$ cat config.mk
export PLATFORM = sky130hd
export DESIGN_NAME = s_pdiv_pe
export DESIGN_NICKNAME = d
export VERILOG_FILES = /design/src/rtl/s_pdiv_pe.sv
export SDC_FILE = /design/constraint.sdc
export NUM_CORES = 1
export LEC_CHECK = 0
export CORE_AREA = 2 2 201 351
export CTS_CLUSTER_DIAMETER = 120
export DETAILED_ROUTE_END_ITERATION = 8
export DIE_AREA = 0 0 203 353
export SETUP_SLACK_MARGIN = 0.3
export SLEW_MARGIN = 10
export SYNTH_ARGS = -nofsm -noshare
export SYNTH_HDL_FRONTEND = slang
export SYNTH_SLANG_ARGS = --single-unit
$ cat constraint.sdc
create_clock -name clk_i -period 7.05 [get_ports clk_i]
set_clock_uncertainty 0.1 [all_clocks]
set_input_delay 1.41 -clock clk_i [delete_from_list [all_inputs] [get_ports clk_i]]
set_output_delay 1.41 -clock clk_i [all_outputs]
set_load 0.03 [all_outputs]
$ cat src/rtl/s_pdiv_pe.sv
// s_pdiv_pe: dataflow PE with operand source muxing, a multi-cycle restoring divider,
// a small local register file and a programmable delay line.
module s_pdiv_pe #(
    parameter int unsigned N_BITS      = 32,
    parameter int unsigned N_NEIGH     = 4,
    parameter int unsigned RF_DEPTH    = 2,
    parameter int unsigned DELAY_DEPTH = 4,
    localparam int unsigned SEL_W = $clog2(N_NEIGH + 4),
    localparam int unsigned RFW   = $clog2(RF_DEPTH),
    localparam int unsigned DDW   = $clog2(DELAY_DEPTH + 1),
    localparam int unsigned CW    = 3 * SEL_W + 4 + 2 * RFW + DDW
) (
    input  logic                      clk_i,
    input  logic                      rst_n_i,
    input  logic [CW-1:0]             ctrl_i,
    input  logic [N_BITS-1:0]         const_i,
    input  logic [N_NEIGH*N_BITS-1:0] neigh_op_i,
    input  logic [N_NEIGH-1:0]        neigh_valid_i,
    input  logic                      out_ready_i,
    output logic                      ready_o,
    output logic                      valid_o,
    output logic [N_BITS-1:0]         res_o,
    output logic [N_BITS-1:0]         aux_o,
    output logic [N_BITS-1:0]         delay_op_o,
    output logic                      delay_valid_o
);

    localparam int unsigned SA_LO  = 0;
    localparam int unsigned SB_LO  = SEL_W;
    localparam int unsigned OP_LO  = 2 * SEL_W;
    localparam int unsigned WE_BIT = 2 * SEL_W + 3;
    localparam int unsigned WI_LO  = WE_BIT + 1;
    localparam int unsigned RI_LO  = WI_LO + RFW;
    localparam int unsigned DS_LO  = RI_LO + RFW;
    localparam int unsigned DD_LO  = DS_LO + SEL_W;

    localparam int unsigned N_SRC  = N_NEIGH + 4;
    localparam int unsigned N_DSRC = N_NEIGH + 3;
    localparam int unsigned CNT_W  = $clog2(N_BITS);
    localparam int unsigned TAP_W  = (DELAY_DEPTH > 1) ? $clog2(DELAY_DEPTH) : 1;

    localparam logic [2:0] OP_NOP  = 3'd0;
    localparam logic [2:0] OP_PASS = 3'd1;
    localparam logic [2:0] OP_DIVU = 3'd2;
    localparam logic [2:0] OP_REMU = 3'd3;
    localparam logic [2:0] OP_DIV  = 3'd4;
    localparam logic [2:0] OP_REM  = 3'd5;

    typedef enum logic [1:0] {StIdle, StCalc, StDone} state_e;

    logic [SEL_W-1:0] sel_a, sel_b, delay_sel;
    logic [2:0]       op;
    logic             rf_wr_en;
    logic [RFW-1:0]   rf_wr_idx, rf_rd_idx;
    logic [DDW-1:0]   delay_depth;

    assign sel_a       = ctrl_i[SA_LO +: SEL_W];
    assign sel_b       = ctrl_i[SB_LO +: SEL_W];
    assign op          = ctrl_i[OP_LO +: 3];
    assign rf_wr_en    = ctrl_i[WE_BIT];
    assign rf_wr_idx   = ctrl_i[WI_LO +: RFW];
    assign rf_rd_idx   = ctrl_i[RI_LO +: RFW];
    assign delay_sel   = ctrl_i[DS_LO +: SEL_W];
    assign delay_depth = ctrl_i[DD_LO +: DDW];

    state_e             state_q;
    logic [CNT_W-1:0]   cnt_q;
    logic [N_BITS-1:0]  quot_q, rem_q, dvsr_q;
    logic               qneg_q, rneg_q, is_rem_q;
    logic [N_BITS-1:0]  rf_q [RF_DEPTH];

    logic [N_BITS-1:0]  dl_data_q [DELAY_DEPTH];
    logic [DELAY_DEPTH-1:0] dl_valid_q;

    // Operand sources; self reads the registered result so there is no loop.
    logic [N_BITS-1:0]  src_data [N_SRC];
    logic [N_SRC-1:0]   src_valid;

    always_comb begin
        for (int i = 0; i < N_NEIGH; i++) begin
            src_data[i]  = neigh_op_i[i*N_BITS +: N_BITS];
            src_valid[i] = neigh_valid_i[i];
        end
        src_data[N_NEIGH]     = res_o;
        src_valid[N_NEIGH]    = valid_o;
        src_data[N_NEIGH+1]   = rf_q[rf_rd_idx];
        src_valid[N_NEIGH+1]  = 1'b1;
        src_data[N_NEIGH+2]   = const_i;
        src_valid[N_NEIGH+2]  = 1'b1;
        src_data[N_NEIGH+3]   = '0;
        src_valid[N_NEIGH+3]  = 1'b1;
    end

    logic [N_BITS-1:0] op_a, op_b;
    logic              valid_a, valid_b;

    always_comb begin
        op_a    = '0;
        valid_a = 1'b0;
        op_b    = '0;
        valid_b = 1'b0;
        if (32'(sel_a) < N_SRC) begin
            op_a    = src_data[sel_a];
            valid_a = src_valid[sel_a];
        end
        if (32'(sel_b) < N_SRC) begin
            op_b    = src_data[sel_b];
            valid_b = src_valid[sel_b];
        end
    end

    logic              op_nop, accept, is_signed, is_rem, a_neg, b_neg;
    logic [N_BITS-1:0] a_mag, b_mag;

    assign op_nop    = (op == OP_NOP) || (op > OP_REM);
    assign accept    = (state_q == StIdle) && !op_nop && valid_a && valid_b;
    assign is_signed = (op == OP_DIV) || (op == OP_REM);
    assign is_rem    = (op == OP_REMU) || (op == OP_REM);
    assign a_neg     = is_signed & op_a[N_BITS-1];
    assign b_neg     = is_signed & op_b[N_BITS-1];
    assign a_mag     = a_neg ? -op_a : op_a;
    assign b_mag     = b_neg ? -op_b : op_b;

    // One restoring step: shift the next dividend bit in, subtract, restore on borrow.
    logic [N_BITS:0]   trial;
    logic [N_BITS-1:0] rem_nxt, quot_nxt, q_fin, r_fin;

    assign trial    = {rem_q, quot_q[N_BITS-1]} - {1'b0, dvsr_q};
    assign rem_nxt  = trial[N_BITS] ? {rem_q[N_BITS-2:0], quot_q[N_BITS-1]}
                                    : trial[N_BITS-1:0];
    assign quot_nxt = {quot_q[N_BITS-2:0], ~trial[N_BITS]};
    assign q_fin    = qneg_q ? -quot_nxt : quot_nxt;
    assign r_fin    = rneg_q ? -rem_nxt : rem_nxt;

    assign ready_o = (state_q == StIdle);

    always_ff @(posedge clk_i or negedge rst_n_i) begin
        if (!rst_n_i) begin
            state_q  <= StIdle;
            cnt_q    <= '0;
            quot_q   <= '0;
            rem_q    <= '0;
            dvsr_q   <= '0;
            qneg_q   <= 1'b0;
            rneg_q   <= 1'b0;
            is_rem_q <= 1'b0;
            valid_o  <= 1'b0;
            res_o    <= '0;
            aux_o    <= '0;
            for (int i = 0; i < RF_DEPTH; i++) begin
                rf_q[i] <= '0;
            end
        end else if (op_nop) begin
            state_q <= StIdle;
            cnt_q   <= '0;
            valid_o <= 1'b0;
            res_o   <= '0;
            aux_o   <= '0;
        end else begin
            case (state_q)
                StIdle: begin
                    if (accept) begin
                        if (op == OP_PASS) begin
                            state_q <= StDone;
                            valid_o <= 1'b1;
                            res_o   <= op_a;
                            aux_o   <= '0;
                        end else if (op_b == '0) begin
                            // Divide by zero: quotient all-ones, remainder is the dividend.
                            state_q <= StDone;
                            valid_o <= 1'b1;
                            res_o   <= is_rem ? op_a : '1;
                            aux_o   <= is_rem ? '1 : op_a;
                        end else begin
                            state_q  <= StCalc;
                            cnt_q    <= CNT_W'(N_BITS - 1);
                            quot_q   <= a_mag;
                            rem_q    <= '0;
                            dvsr_q   <= b_mag;
                            qneg_q   <= a_neg ^ b_neg;
                            rneg_q   <= a_neg;
                            is_rem_q <= is_rem;
                        end
                    end
                end
                StCalc: begin
                    quot_q <= quot_nxt;
                    rem_q  <= rem_nxt;
                    if (cnt_q == '0) begin
                        state_q <= StDone;
                        valid_o <= 1'b1;
                        res_o   <= is_rem_q ? r_fin : q_fin;
                        aux_o   <= is_rem_q ? q_fin : r_fin;
                    end else begin
                        cnt_q <= cnt_q - CNT_W'(1);
                    end
                end
                StDone: begin
                    if (out_ready_i) begin
                        state_q <= StIdle;
                        valid_o <= 1'b0;
                        if (rf_wr_en) begin
                            rf_q[rf_wr_idx] <= res_o;
                        end
                    end
                end
                default: state_q <= StIdle;
            endcase
        end
    end

    logic [N_BITS-1:0] dsrc_arr [N_DSRC];
    logic [N_DSRC-1:0] dsrc_vld;
    logic [N_BITS-1:0] dsrc_data;
    logic              dsrc_valid;

    always_comb begin
        for (int i = 0; i < N_NEIGH; i++) begin
            dsrc_arr[i] = neigh_op_i[i*N_BITS +: N_BITS];
            dsrc_vld[i] = neigh_valid_i[i];
        end
        dsrc_arr[N_NEIGH]   = op_a;
        dsrc_vld[N_NEIGH]   = valid_a;
        dsrc_arr[N_NEIGH+1] = op_b;
        dsrc_vld[N_NEIGH+1] = valid_b;
        dsrc_arr[N_NEIGH+2] = res_o;
        dsrc_vld[N_NEIGH+2] = valid_o;
        dsrc_data  = '0;
        dsrc_valid = 1'b0;
        if (32'(delay_sel) < N_DSRC) begin
            dsrc_data  = dsrc_arr[delay_sel];
            dsrc_valid = dsrc_vld[delay_sel];
        end
    end

    // The delay line advances only while downstream is accepting.
    always_ff @(posedge clk_i or negedge rst_n_i) begin
        if (!rst_n_i) begin
            for (int i = 0; i < DELAY_DEPTH; i++) begin
                dl_data_q[i]  <= '0;
                dl_valid_q[i] <= 1'b0;
            end
        end else if (out_ready_i) begin
            dl_data_q[0]  <= dsrc_data;
            dl_valid_q[0] <= dsrc_valid;
            for (int i = 1; i < DELAY_DEPTH; i++) begin
                dl_data_q[i]  <= dl_data_q[i-1];
                dl_valid_q[i] <= dl_valid_q[i-1];
            end
        end
    end

    logic [TAP_W-1:0] tap_idx;

    always_comb begin
        if (delay_depth == '0) begin
            tap_idx = '0;
        end else if (delay_depth > DDW'(DELAY_DEPTH)) begin
            tap_idx = TAP_W'(DELAY_DEPTH - 1);
        end else begin
            tap_idx = TAP_W'(delay_depth - DDW'(1));
        end
        delay_op_o    = dl_data_q[tap_idx];
        delay_valid_o = dl_valid_q[tap_idx];
    end

endmodule

==> results.md, run 1 <==
* Max Clk Rate at 0.155 GHz
* Worst max-slew margin expressed relative to the limit at 20.0%
* Die outline height at 353 um
* Max-Cap Viols at 0
* Nets in the synthesized netlist at 3096
* Worst Path Required at 7.46 ns
* Area added between synthesis and finish at 18.8%
* Number of enable-type register cells in the synthesized netlist at 0
* Top-Level Pins at 284
* Insertion delay to the later sink of the worst-skew pair at 0.58 ns
* Synth warnings at 0
* Maximum number of pins on one net before global-route repair at 137
* DIE AREA at 71700 um2
* Cells along the critical path: inv_1 -> ha_1 -> fa_1 -> nand2b_1 -> a211oi_2 -> o21ai_1 -> o211ai_1 -> a21bo_4 -> xor2_4 -> inv_2 -> buf_4 -> nor2_1 -> a21oi_1 -> ha_1 -> nor2b_1 -> nand4_1 -> mux2_2 -> nand2_1 -> nand4b_4 -> o41ai_2 -> xor2_1 -> a222oi_1 -> mux2_2
* Maximum root-to-sink buffer count at 3
* Summed negative setup slack over all endpoints at 0 ns
* Routed wire length per instance at 28.8 um
* Via count of the first global-routing pass at 25259
* Minimum clock period after layout at 6.46 ns
* Transition time at the pin with the least slew margin at 1.19 ns
* Filler instances at 6558
* Most repeated cell in the gate-level netlist after synthesis: sky130_fd_sc_hd__dfrtp_1
* Count of buffers added by post-CTS timing repair for setup at 0
* Largest cells by area after synthesis: sky130_fd_sc_hd__dfrtp_1, sky130_fd_sc_hd__mux4_2, sky130_fd_sc_hd__mux2_2, sky130_fd_sc_hd__mux2i_1, sky130_fd_sc_hd__o21ai_0
* Peak supply drop at 0.000348 V
* Standby leakage power at 13.4 nW
* Number of distinct library cells after synthesis at 102
* Floorplan Core Area at 69000 um2
* Synthesized cell area at 27300 um2
* Setup Viol. Count Final at 0
* Yosys top cell by area: sky130_fd_sc_hd__dfrtp_1
* Worst slack at placement at 0.709 ns
* RD Place Congestion at 1.02
* Via Count at 25589
* Antenna violations before repair at 0
* Per-instance average area after synthesis at 9.53 um2
* Ranking of synthesized cells by instance count: sky130_fd_sc_hd__dfrtp_1, sky130_fd_sc_hd__nand2_1, sky130_fd_sc_hd__o21ai_0
* CP Capture Type: register
* Cell count after synthesis at 2868
* Total CTS buffers at 39
* Multi-input logic area at 16800 um2
* Number of failing hold endpoints at the final stage at 0
* Pwr Density at 453 nW/um2
* Maximum single-stage delay on the critical path at 0.47 ns
* Number of buffer cells added on primary ports at 283
* Global-route wire length before repair at 168000 um
* Post-cts hold buffer count at 0
* Critical path launch point type: register
* Sum of overflow across all layers after global routing at 0
* Post-synth top flop: sky130_fd_sc_hd__dfrtp_1
* Initial DRC Count at 2597
* Max-slew violation total from the final report at 0
* Number of synthesized register bits at 367
* Post-CTS resize count at 0
* Storage cell area at 9180 um2
* Critical-path cell with the highest stage delay: sky130_fd_sc_hd__a211oi_2
* Post-route fraction of the period consumed by the critical path at 91.6%
* Clk sink count at 367
* Worst EP arrival at 6.87 ns
* Number of nets still failing antenna checks after routing at 0
* Overall die width at 203 um
* Total number of H-tree levels at 2
* Critical Path Fanout Max at 35
* Smallest setup slack after layout at 0.589 ns
* Run status: finished clean
* Fraction of synthesis flops using an asynchronous set or reset pin at 100%
* Count of nets after finishing at 3295
* Class of the most critical setup path: reg2reg
* Routed wire length at 116000 um
* Post-synth top area share at 33.6%
* Number of iterations in the first detailed-routing pass at 6
* RSZ-0062 raised after global routing: no
* Class of the tightest hold or removal check: reg2reg
* Post-detail-place hpwl at 86400 um
* Register clock-pin slew on the reported worst setup and hold paths at 0.07 ns
* Share of synthesized area occupied by flip-flops and latches at 33.6%
* Starting Density at 39.6%
* Cell row count at 128
* CTS tree: yes
* Clock tree root driver cell: sky130_fd_sc_hd__clkbuf_16
* Share of layout cells above drive strength 1 at 17.6%
* Per-cell via count in the routed design at 6.38
* DR DRC count at 0
* Global router's overall resource usage at 31.5%
==> per-stage QoR <==
stage                     instance area [um2]  cells  hold WS [ns]  power [mW]  util (%)
after floorplan                         27300   2868         0.349        8.87         -
after global placement                  31100   3936         0.368        12.1      45.1
after detailed placement                31100   3936         0.362        12.2      45.1
after CTS                               32500   4007         0.389        14.5      47.0
after global routing                    32500   4007         0.414        15.4      47.0
final                                   32500   4008         0.389        14.7      47.0
==> layer usage <==
metal  global-route usage (%)  wire length (um)
met1                     36.7             42000
met5                        0                 0
met2                     53.6             56000
met4                     20.5              8920
met3                     5.10              8650
==> registers in the layout, indices dropped and copies added, names as in the netlist <==
signal and cells:
rem_q 32, rneg_q 1, quot_q 32, qneg_q 1
dvsr_q 32, dl_valid_q 4, state_q 2, is_rem_q 1
aux_o 32, dl_data_q 128, res_o 32, cnt_q 5
valid_o 1, rf_q 64
==> power by group <==
group / switching (mW) / total [mW] / internal [mW]
clock network: 0.959 / 2.26 / 1.30
registers: 0.849 / 3.66 / 2.81
logic: 5.65 / 8.79 / 3.14
total: 7.46 / 14.7 / 7.26
==> worst max-delay path: cells and delay by family, from the launching register on <==
family                     cells  cell delay [ns]
DFF                            1             0.36
xor gates and xnor gates       2             0.26
buffers and inverters          3             0.66
adders and majority gates      3             0.95
AOI/OAI and AO/OA              7             2.48
muxes                          2             0.54
and+or+nand+nor                6             1.04
==> path summary, 6_finish.rpt <==
kind                            slack (ns)  depth (start not counted)                    from                    end
worst max-delay path                  0.59                         23  quot_q[31]$_DFFE_PN0P_  aux_o[30]$_DFFE_PN0P_
worst min-delay path                  0.39                          2   aux_o[22]$_DFFE_PN0P_  aux_o[22]$_DFFE_PN0P_
worst max register to register        0.59                         23  quot_q[31]$_DFFE_PN0P_  aux_o[30]$_DFFE_PN0P_
worst min register to register        0.39                          2   aux_o[22]$_DFFE_PN0P_  aux_o[22]$_DFFE_PN0P_
max in group asynchronous             4.60                          2                 rst_n_i   rf_q[33]$_DFFE_PN0P_
min in group asynchronous             0.73                          1                 rst_n_i  rem_q[27]$_DFFE_PN0P_
==> logic make-up after synthesis <==
group / share of synthesized area [%]
xor+xnor: 4.49
fa+ha+maj: 2.00
mux: 22.3
buf+inv: 5.05
simple gates: 12.2
compound gates: 20.4
flops: 33.6
==> placed cells by master (no fill, tap or decap), types with 79 or more instances in the layout <==
cell type / n
sky130_fd_sc_hd__dfrtp_1: 367
sky130_fd_sc_hd__clkdlybuf4s50_1: 271
sky130_fd_sc_hd__nand2_1: 270
sky130_fd_sc_hd__o21ai_0: 214
sky130_fd_sc_hd__a21oi_1: 205
sky130_fd_sc_hd__nor2_1: 201
sky130_fd_sc_hd__mux2_2: 184
sky130_fd_sc_hd__mux4_2: 127
sky130_fd_sc_hd__mux2i_1: 114
sky130_fd_sc_hd__inv_1: 101
sky130_fd_sc_hd__buf_4: 99
sky130_fd_sc_hd__xnor2_1: 79
==> final cells by class <==
class                           count  area share [%]
Antenna cell                        1         0.00771
Clock buffer                       52            3.44
Clock inverter                     19           0.767
Inverter                          102            1.18
Multi-Input combinational cell   2178            51.8
Sequential cell                   367            28.3
Tap cell                          910            3.51
Timing Repair Buffer              379            11.0
Note: power is estimated with default switching activity, not from simulation.
==> run 2, diff against run 1 <==
--- a/config.mk
+++ b/config.mk
@@ -5,10 +5,10 @@
 export SDC_FILE = /design/constraint.sdc
 export NUM_CORES = 1
 export LEC_CHECK = 0
-export CORE_AREA = 2 2 201 351
+export CORE_AREA = 8 8 302 245
 export CTS_CLUSTER_DIAMETER = 120
 export DETAILED_ROUTE_END_ITERATION = 8
-export DIE_AREA = 0 0 203 353
+export DIE_AREA = 0 0 310 253
 export SETUP_SLACK_MARGIN = 0.3
 export SLEW_MARGIN = 10
 export SYNTH_ARGS = -nofsm -noshare
==> run 2 against run 1 <==
Register-to-register slack improved by 0.63 ns. Largest cell class unchanged. Worst hold slack worse by 0.011 ns. Clock power increased by 5%. Non-clock buffer count down 19. Via count fell by 1.3%. Wire length down 4.3%. Core utilization decreased by 0.26 points. Die area grew 9.4%. Critical path depth down 16. Setup slack improved by 0.40 ns. Count of clock-buffer cells in the layout up 3. Sequential share of layout area about the same.
==> results.md, run 2 (synthesized netlist as in run 1, its figures left out) <==
* DIE AREA at 78400 um2
* Minimum clock period after layout at 6.06 ns
* Die outline height at 253 um
* Final hold slack at 0.378 ns
* Worst EP arrival at 4.55 ns
* Number of buffer cells added on primary ports at 283
* Top-Level Pins at 284
* Number of nets still failing antenna checks after routing at 0
* Class of the tightest hold or removal check: reg2reg
* Initial DRC Count at 3028
* CP Capture Type: output pin
* Filler instances at 6628
* Critical path launch point type: primary input
* Worst Path Required at 5.54 ns
* Global-route wire length before repair at 165000 um
* Run status: finished clean
* Routed wire length per instance at 27.4 um
* Max-Cap Viols at 0
* Max Clk Rate at 0.165 GHz
* Area added between synthesis and finish at 18.8%
* Post-detail-place hpwl at 84500 um
* Summed negative setup slack over all endpoints at 0 ns
* Hold Path Stages at 2
* Storage cell area at 9180 um2
* Share of layout cells above drive strength 1 at 17.1%
* Instance count after placement with tap cells included at 3941
* Max-slew violation total from the final report at 0
* Multi-input logic area at 16800 um2
* Overall die width at 310 um
* RSZ-0062 raised after global routing: no
* Pwr Density at 442 nW/um2
* Registers with the most flip-flops: dl_data_q (128), rf_q (64)
* Standby leakage power at 13.4 nW
* Per-cell via count in the routed design at 6.27
* Maximum root-to-sink buffer count at 3
* Insertion delay to the later sink of the worst-skew pair at 0.59 ns
* CTS tree: yes
* RD Place Congestion at 0.966
* Most common library cell in the layout ignoring fill and taps: sky130_fd_sc_hd__dfrtp_1
* Final Total Pwr at 14.4 mW
* Post-CTS resize count at 0
* Class of the most critical setup path: in2out
* Post-route fraction of the period consumed by the critical path at 85.9%
* Count of nets after finishing at 3279
* Utilization after layout at 46.8%
* Total CTS buffers at 42
* Number of failing hold endpoints at the final stage at 0
* Peak supply drop at 0.000321 V
* Setup Viol. Count Final at 0
* Worst reg2reg setup slack at 1.22 ns
* Clk sink count at 367
* Clock tree root driver cell: sky130_fd_sc_hd__clkbuf_16
* Global router's overall resource usage at 27.4%
* Startpoint of the worst-slack reg-to-reg timing path: rem_q[16]$_DFFE_PN0P_
* Maximum number of pins on one net before global-route repair at 111
* Transition time at the pin with the least slew margin at 1.15 ns
* Worst flop-to-flop path endpoint: aux_o[28]$_DFFE_PN0P_
* Commonest non-fill, non-tap cells in the layout: sky130_fd_sc_hd__dfrtp_1, sky130_fd_sc_hd__clkdlybuf4s50_1, sky130_fd_sc_hd__nand2_1
* HP Start: aux_o[22]$_DFFE_PN0P_
* Worst max-slew margin expressed relative to the limit at 22.0%
* Antenna violations before repair at 11
* End point of the worst hold path: aux_o[22]$_DFFE_PN0P_
* Non-filler cells, final at 4029
* Count of buffers added by post-CTS timing repair for setup at 0
* DR DRC count at 0
* Number of iterations in the first detailed-routing pass at 6
* Cell row count at 87
* Via count of the first global-routing pass at 24906
* Length in cells of the worst reg-to-reg path at 21
* Total number of H-tree levels at 2
* Floorplan Core Area at 69400 um2
* Number of flip-flops under the largest register name at 128
* Critical Path Fanout Max at 17
* Post-cts hold buffer count at 0
* Sum of overflow across all layers after global routing at 0
* Register containing the most flip-flops in the final layout: dl_data_q
* Routed wire length at 111000 um
* Starting Density at 39.4%
* Register clock-pin slew on the reported worst setup and hold paths at 0.05 ns
* Via Count at 25254
[run 2: worst max-delay path by stage]
| stage | start | cells past startpoint | slack [ns] | end |
|---|---|---|---|---|
| floorplan | quot_q[31]$_DFFE_PN0P_ | 25 | 1.57 | aux_o[28]$_DFFE_PN0P_ |
| global placement | ctrl_i[15] | 7 | 0.98 | delay_op_o[29] |
| detailed placement | ctrl_i[15] | 7 | 0.93 | delay_op_o[21] |
| CTS | ctrl_i[15] | 7 | 0.92 | delay_op_o[25] |
| global route | ctrl_i[15] | 7 | 0.78 | delay_op_o[27] |
| finish | ctrl_i[15] | 7 | 0.99 | delay_op_o[29] |
[run 2: area by class of cell]
| type | instances | share of cell area (%) |
|---|---|---|
| well taps | 934 | 3.60 |
| repair buffers | 360 | 10.6 |
| clock inverters | 21 | 0.855 |
| clock buffers | 55 | 3.60 |
| flip-flops and latches | 367 | 28.3 |
| inverters | 102 | 1.18 |
| multi-input cells | 2178 | 51.8 |
| diodes | 12 | 0.0924 |
[run 2: per-layer routing]
layer	routed length [um]	part of all wire (%)	vias to the layer above	track usage [%]
met3	9520	8.6	167	4.99
met1	47000	42	12710	38.3
met2	50800	46	1293	43.2
met4	3240	2.9	0	8.08
met5	0	0	-	0
li1	-	-	11084	-
[run 2: metrics by stage]
stage | cell area [um2] | setup WS (ns)
after global routing | 32500 | 0.784
after global placement | 31000 | 0.978
final | 32500 | 0.994
after detailed placement | 31000 | 0.930
after floorplan | 27300 | 1.57
after CTS | 32500 | 0.921
[run 2: power by group]
| part | leakage [nW] | internal, mW | switching, mW | total [mW] |
|---|---|---|---|---|
| logic | 7.97 | 3.08 | 5.28 | 8.36 |
| clock network | 0.708 | 1.39 | 0.975 | 2.37 |
| registers | 4.72 | 2.81 | 0.817 | 3.63 |
[run 2: critical path, stage by stage]
cell	delay (ns)
sky130_fd_sc_hd__clkdlybuf4s50_1	0.55
sky130_fd_sc_hd__inv_1	0.07
sky130_fd_sc_hd__ha_1	0.34
sky130_fd_sc_hd__o21ai_4	0.66
sky130_fd_sc_hd__buf_4	0.36
sky130_fd_sc_hd__mux4_2	0.53
sky130_fd_sc_hd__clkdlybuf4s50_1	0.61
